$ cat src/rtl/mips_pkg.sv
// Shared MIPS core constants: datapath width, register-file geometry and the
// architecturally named registers.
// No ports; imported by reg_file and rf_read_port.
package mips_pkg;

  localparam int DATA_W     = 32;
  localparam int REG_ADDR_W = 5;
  localparam int NUM_REGS   = 32;

  localparam logic [REG_ADDR_W-1:0] REG_ZERO = 5'd0;
  localparam logic [REG_ADDR_W-1:0] REG_SP   = 5'd29;
  localparam logic [REG_ADDR_W-1:0] REG_RA   = 5'd31;

endpackage

$ cat src/rtl/rf_read_port.sv
// One combinational register-file read port: forces address 0 to zero and,
// when BYPASS_EN=1, forwards the in-flight write data on an address match.
// Ports: rd_addr/reg_val in (address and stored value), byp_vld/wr_addr/wr_data in (write under way), rd_data out.
module rf_read_port
  import mips_pkg::*;
#(
  parameter int DATA_W    = mips_pkg::DATA_W,
  parameter int ADDR_W    = mips_pkg::REG_ADDR_W,
  parameter bit BYPASS_EN = 1'b0
) (
  input  logic [ADDR_W-1:0] rd_addr,
  input  logic [DATA_W-1:0] reg_val,
  input  logic              byp_vld,
  input  logic [ADDR_W-1:0] wr_addr,
  input  logic [DATA_W-1:0] wr_data,
  output logic [DATA_W-1:0] rd_data
);

  always_comb begin
    rd_data = reg_val;
    // byp_vld already excludes address 0 and reset, so only the address match remains.
    if (BYPASS_EN && byp_vld && (wr_addr == rd_addr)) begin
      rd_data = wr_data;
    end
    // The zero check comes last so $0 reads 0 even if a bypass matched.
    if (rd_addr == ADDR_W'(REG_ZERO)) begin
      rd_data = '0;
    end
  end

endmodule

$ cat src/rtl/reg_file.sv
// MIPS general-purpose register file: two ALU read ports (rs, rt), one
// writeback port and an independent debug read port; $0 is hardwired to zero.
// Ports: clk, rst (async, active-high clear); rs_addr/rs_data, rt_addr/rt_data;
//        we/wr_addr/wr_data (write at rising edge); dbg_addr/dbg_data.
// Macro REG_FILE_BYPASS_EN: when defined, rs/rt forward wr_data on a same-cycle
// address match (write-first); otherwise reads return the pre-edge value. dbg never bypasses.
// NUM_REGS must equal 2**ADDR_W.
module reg_file
  import mips_pkg::*;
#(
  parameter int DATA_W   = mips_pkg::DATA_W,
  parameter int ADDR_W   = mips_pkg::REG_ADDR_W,
  parameter int NUM_REGS = mips_pkg::NUM_REGS
) (
  input  logic              clk,
  input  logic              rst,
  input  logic [ADDR_W-1:0] rs_addr,
  input  logic [ADDR_W-1:0] rt_addr,
  output logic [DATA_W-1:0] rs_data,
  output logic [DATA_W-1:0] rt_data,
  input  logic              we,
  input  logic [ADDR_W-1:0] wr_addr,
  input  logic [DATA_W-1:0] wr_data,
  input  logic [ADDR_W-1:0] dbg_addr,
  output logic [DATA_W-1:0] dbg_data
);

`ifdef REG_FILE_BYPASS_EN
  localparam bit ALU_BYPASS = 1'b1;
`else
  localparam bit ALU_BYPASS = 1'b0;
`endif

  logic [DATA_W-1:0] regs_q [NUM_REGS];
  logic [DATA_W-1:0] regs_d [NUM_REGS];
  logic              wr_vld;

  // A write is live only outside reset and never to $0; the same qualifier gates
  // the bypass so reads stay 0 while rst is high.
  assign wr_vld = we && !rst && (wr_addr != ADDR_W'(REG_ZERO));

  always_comb begin
    regs_d = regs_q;
    if (wr_vld) begin
      regs_d[wr_addr] = wr_data;
    end
  end

  // Plain flops rather than a RAM: reset has to clear every entry.
  always_ff @(posedge clk or posedge rst) begin
    if (rst) begin
      for (int i = 0; i < NUM_REGS; i++) begin
        regs_q[i] <= '0;
      end
    end else begin
      regs_q <= regs_d;
    end
  end

  rf_read_port #(.DATA_W(DATA_W), .ADDR_W(ADDR_W), .BYPASS_EN(ALU_BYPASS)) u_rs_port (
    .rd_addr (rs_addr),
    .reg_val (regs_q[rs_addr]),
    .byp_vld (wr_vld),
    .wr_addr (wr_addr),
    .wr_data (wr_data),
    .rd_data (rs_data)
  );

  rf_read_port #(.DATA_W(DATA_W), .ADDR_W(ADDR_W), .BYPASS_EN(ALU_BYPASS)) u_rt_port (
    .rd_addr (rt_addr),
    .reg_val (regs_q[rt_addr]),
    .byp_vld (wr_vld),
    .wr_addr (wr_addr),
    .wr_data (wr_data),
    .rd_data (rt_data)
  );

  rf_read_port #(.DATA_W(DATA_W), .ADDR_W(ADDR_W), .BYPASS_EN(1'b0)) u_dbg_port (
    .rd_addr (dbg_addr),
    .reg_val (regs_q[dbg_addr]),
    .byp_vld (wr_vld),
    .wr_addr (wr_addr),
    .wr_data (wr_data),
    .rd_data (dbg_data)
  );

endmodule

$ cat config.mk
export PLATFORM = sky130hd
export DESIGN_NAME = reg_file
export DESIGN_NICKNAME = d
export VERILOG_FILES = /design/src/rtl/mips_pkg.sv /design/src/rtl/rf_read_port.sv /design/src/rtl/reg_file.sv
export SDC_FILE = /design/constraint.sdc
export NUM_CORES = 2
export LEC_CHECK = 0
export ABC_CLOCK_PERIOD_IN_PS = 47300
export CAP_MARGIN = 10
export CORE_ASPECT_RATIO = 1.4
export CORE_MARGIN = 2
export CORE_UTILIZATION = 45
export DETAILED_ROUTE_END_ITERATION = 10
export PLACE_DENSITY = 0.59
export SLEW_MARGIN = 20
export SYNTH_ARGS = -nofsm -noshare
export SYNTH_HDL_FRONTEND = slang
export SYNTH_SLANG_ARGS = --single-unit
export TNS_END_PERCENT = 30
$ cat constraint.sdc
create_clock -name clk -period 47.3 [get_ports clk]
set_input_delay 9.46 -clock clk [delete_from_list [all_inputs] [get_ports clk]]
set_output_delay 9.46 -clock clk [all_outputs]
set_load 0.005 [all_outputs]
======== After elaboration in Yosys (flattened, before gate mapping) ========
Index checks and enable logic that the tools add are counted.
word-level totals
  register bits ........................... 1024
  output and inout bits ................... 96
  word-level logic and storage cells ...... 64
  bits of input ports ..................... 55
operators by class
  bitwise gates (word level) .............. 4
  reductions and logical operators ........ 8
  multiplexer cells ....................... 15
  $lt $le $gt $ge ......................... 5
operator list
  cell                number
  $bwmux 1024         1
  $bmux 32 s5         3
  $mux 32             10
  $demux 32 s5        1
  $ge 6x6->1 const B  4
  $not 5->6           4
  $logic_not 5->1     3
  $lt 6x1->1 const B  1
  $reduce_bool 5->1   1
  $logic_and 1x1->1   3
  $logic_not 1->1     1

======== Logic depth before layout (Yosys ltp) ========
  depth after elaboration ................. 6
  depth in mapped cells ................... 8
  depth with buffers taken out ............ 4

======== Hierarchy ========
A second synthesis with hierarchy kept.
second synthesis, totals
  cells, all modules ...................... 5884
  area total of the unflattened synthesis .. 65377.7 µm²
by module, submodules not included
  module        cells an instance  times used  area an instance (µm²)  seq. area each (µm²)
  reg_file      5764               1           64413.0                 25624.6
  rf_read_port  40                 3           321.6                   0.0

======== Worst setup path before layout ========
OpenSTA, ideal clock, no wires.
  kind .................................... input port to output port
  from .................................... input port rt_addr[0]
  to ...................................... output port rt_data[12]
  buffers on the path ..................... 3
  slack ................................... 26.936 ns
  stages .................................. 6
  arrival ................................. 10.904 ns
  data required time ...................... 37.840 ns
  path through ............................ buf_6 -> buf_6 -> buf_2 -> mux4_2 -> a221oi_1 -> a211oi_1
between the ends
  longest elaborated chain between the ends .. 5
  elaborated cells on any way between the ends .. 6
RTL lines
  item                                         line                text
  start, declared                              reg_file.sv:18      input logic [ADDR_W-1:0] rt_addr,
  $not 5->6 (not written as such)              reg_file.sv:71      .reg_val (regs_q[rt_addr]),
  $bmux 32 s5                                  reg_file.sv:71
  $mux 32 (not written as such) (2 in series)  reg_file.sv:71
  $mux 32 (*)                                  rf_read_port.sv:26  if (rd_addr == ADDR_W'(REG_ZERO)) begin
  end, declared                                reg_file.sv:20      output logic [DATA_W-1:0] rt_data,
Every way passes the cells marked *; elsewhere a longest branch is shown, timed or not. The select of a mux whose other input is x is not followed.

======== Worst setup path in the final report ========
  from .................................... input port rs_addr[2]
  to ...................................... output port rs_data[15]
between the ends
  longest elaborated chain between the ends .. 5
  elaborated cells on any way between the ends .. 6
RTL lines
  item                                         line                text
  start, declared                              reg_file.sv:17      input logic [ADDR_W-1:0] rs_addr,
  $not 5->6 (not written as such)              reg_file.sv:62      .reg_val (regs_q[rs_addr]),
  $bmux 32 s5                                  reg_file.sv:62
  $mux 32 (not written as such) (2 in series)  reg_file.sv:62
  $mux 32 (*)                                  rf_read_port.sv:26
  end, declared                                reg_file.sv:19      output logic [DATA_W-1:0] rs_data,
Marked as above.

==> run metrics <==
Design Power 2.54 mW; register with the most flip-flops regs_q; Rel. slew slack 19.2%; Port Buffer Count 150; number of library cell types mapped by synthesis 39; Tcrit/Tclk final 49.3%; unrepaired setup endpoints after global routing no; Max H-tree Level 3; TritonRoute pass-1 iters 5; CP endpoint kind output pin; Leak 29.7 nW; largest net degree at the start of global routing 137; Routed WL 246 mm; register area share after synthesis 40.7%; Clock transition at path regs 0.06 ns; Final Slew Violations 0; Root Buffer clkbuf_16; hpwl dp 133 mm; Slew @ Worst Pin 1.21 ns; syn_nets 4502; Ys Warns 0; Resized Gates After CTS 0; internal reg-to-reg setup slack 46.46 ns; status completed; final period demand of the worst path 23.34 ns; Power Density 36.9 mW/mm^2; num ports 151; GRT Util Overall 34.3%; Layout Skew 0 ns; NumNets Final 4328; Num Clock Sinks 1024; DP Cell Count 5967; HP Class flop to flop; share of layout cells above drive strength 1 46.7%; max reg flops 1024; gr ovfl total 0; vias in the first global route 45100; CP Launch Type input port; antenna violations before repair 15; setup-violating endpoint count in the final report 0; CTS tree done; Routed Antenna Nets 0; largest registers regs_q x1024; Worst Path Class, Setup input port to output pin; placeable core area 0.139 mm^2; cts hold-fix bufs 0; die width 320 um; Core Rows 162; Final Wtd Congestion 0.844; worst skew pair latency 0.72 ns; Via density 7.34; Die H 447 um; global-route wire length before repair 348 mm; setup bufs post-CTS 0; critical path data arrival time 13.88 ns; filler cell count 12100; DRC 0; Max VDD drop 0.0330 mV; post-synthesis cell count 4447; Post-Layout Cell Count 6175; 1st-iter DRT viols 5259; DR vias 45300; Hold Slack 0.422 ns; Netlist Area Pre-Place 0.0630 mm^2; Hold Vio Cnt, Final 0; critical path data required time 37.84 ns; Initial Utilization 45.3%; Area Overhead vs Synth 9.55%; post-route cell area 0.0690 mm^2; placed inst area 0.0652 mm^2; Bufs on Longest Clock Path 3; maximum clock rate 42.9 MHz; number of buffers created by CTS 107; critical path peak fanout 73; TNS Setup 0 ns; routed wire length per instance 39.9 um; Die Footprint 0.143 mm^2; maxcap violations 0; number of synthesized register bits 1024; average size of a mapped cell 14.2 um^2
[power breakdown]
group	leakage, nW	total, mW	switching, mW	internal [mW]
logic	14.2	0.511	0.230	0.281
registers	13.6	1.11	0.120	0.989
clock network	1.88	0.923	0.382	0.541
[final cells by class]
cell class / count / area, um^2 / share of cell area (%)
Antenna cell: 7 / 17.5 / 0.0254
Clock buffer: 159 / 3230 / 4.68
Clock inverter: 41 / 553 / 0.802
Inverter: 4 / 27.5 / 0.0399
Multi-Input combinational cell: 2879 / 34900 / 50.7
Sequential cell: 1024 / 25600 / 37.1
Tap cell: 1804 / 2260 / 3.27
Timing Repair Buffer: 257 / 2330 / 3.38
[cells in the mapped netlist (all sizes together)]
library cell / n / share of area (%)
mux2: 1088 / 19
dfrtp: 1024 / 41
mux4: 576 / 21
mux2i: 384 / 6.1
buf: 274 / 2.7
clkbuf: 266 / 1.6
nand2: 113 / 0.67
o21ai: 111 / 0.88
a211oi: 96 / 1.1
a22oi: 96 / 1.1
a221oi: 79 / 1.1
nor2b: 72 / 0.72
a311oi: 64 / 0.89
o221ai: 64 / 0.89
a21oi: 32 / 0.25
nand4: 32 / 0.32
nor2: 24 / 0.19
o2111ai: 17 / 0.24
nand3b: 6 / 0.072
nor3b: 5 / 0.060
inv: 4 / 0.024
and2: 3 / 0.030
nand2b: 3 / 0.030
and3: 2 / 0.020
nand3: 2 / 0.016
nor3: 2 / 0.016
or2: 2 / 0.020
or3: 2 / 0.020
or3b: 2 / 0.028
or4: 2 / 0.036
[layer usage]
layer	GRT usage, %	wire [um]
met2	52.1	111000
met5	0	55
met1	45.3	95000
met3	8.27	24600
met4	18.8	15000
[cell families after synthesis]
family | count (synthesis) | share of synthesized area, %
muxes | 2048 | 46.2
buffers and inverters | 544 | 4.32
AOI/OAI and AO/OA | 559 | 6.57
and+or+nand+nor | 272 | 2.24
DFF | 1024 | 40.7
[critical path, stage by stage]
cell and delay [ns]:
buf_8 0.53, buf_4 0.90, buf_4 0.81, mux2i_1 0.16, a221oi_1 0.30, o21ai_0 0.17
a311oi_1 0.78, clkdlybuf4s50_1 0.66
[worst paths after layout]
kind	startpoint	to	cells after the start
setup / recovery	rs_addr[2]	rs_data[15]	8
hold / removal	regs_q[1005]	regs_q[1005]	0
setup reg to reg	regs_q[416]	regs_q[416]	1
hold reg to reg	regs_q[1005]	regs_q[1005]	0
max in group asynchronous	rst	regs_q[583]	6
min in group asynchronous	rst	regs_q[701]	2
[stage by stage]
step / util, % / setup WS, ns
CTS: 49.6 / 24.07
finish: 49.6 / 23.96
detailed placement: 46.9 / 24.08
floorplan: - / 9.02
global route: 49.6 / 23.89
global placement: 46.9 / 24.09
[placed cells by master (no fill, tap or decap), types with 17 or more instances in the layout]
cell type	n
o221ai_1	64
nor2_4	19
a22oi_1	96
nand4_1	32
clkbuf_8	31
clkbuf_16	109
nand2_1	98
a21oi_1	32
a311oi_1	64
a211oi_1	95
dfrtp_1	1024
clkbuf_1	19
clkdlybuf4s50_1	124
clkinv_2	22
mux2i_1	384
o2111ai_1	17
nor2b_1	65
a221oi_1	76
buf_4	104
o21ai_0	97
mux2_2	1080
mux4_2	576
(Power assumes the default switching activity.)
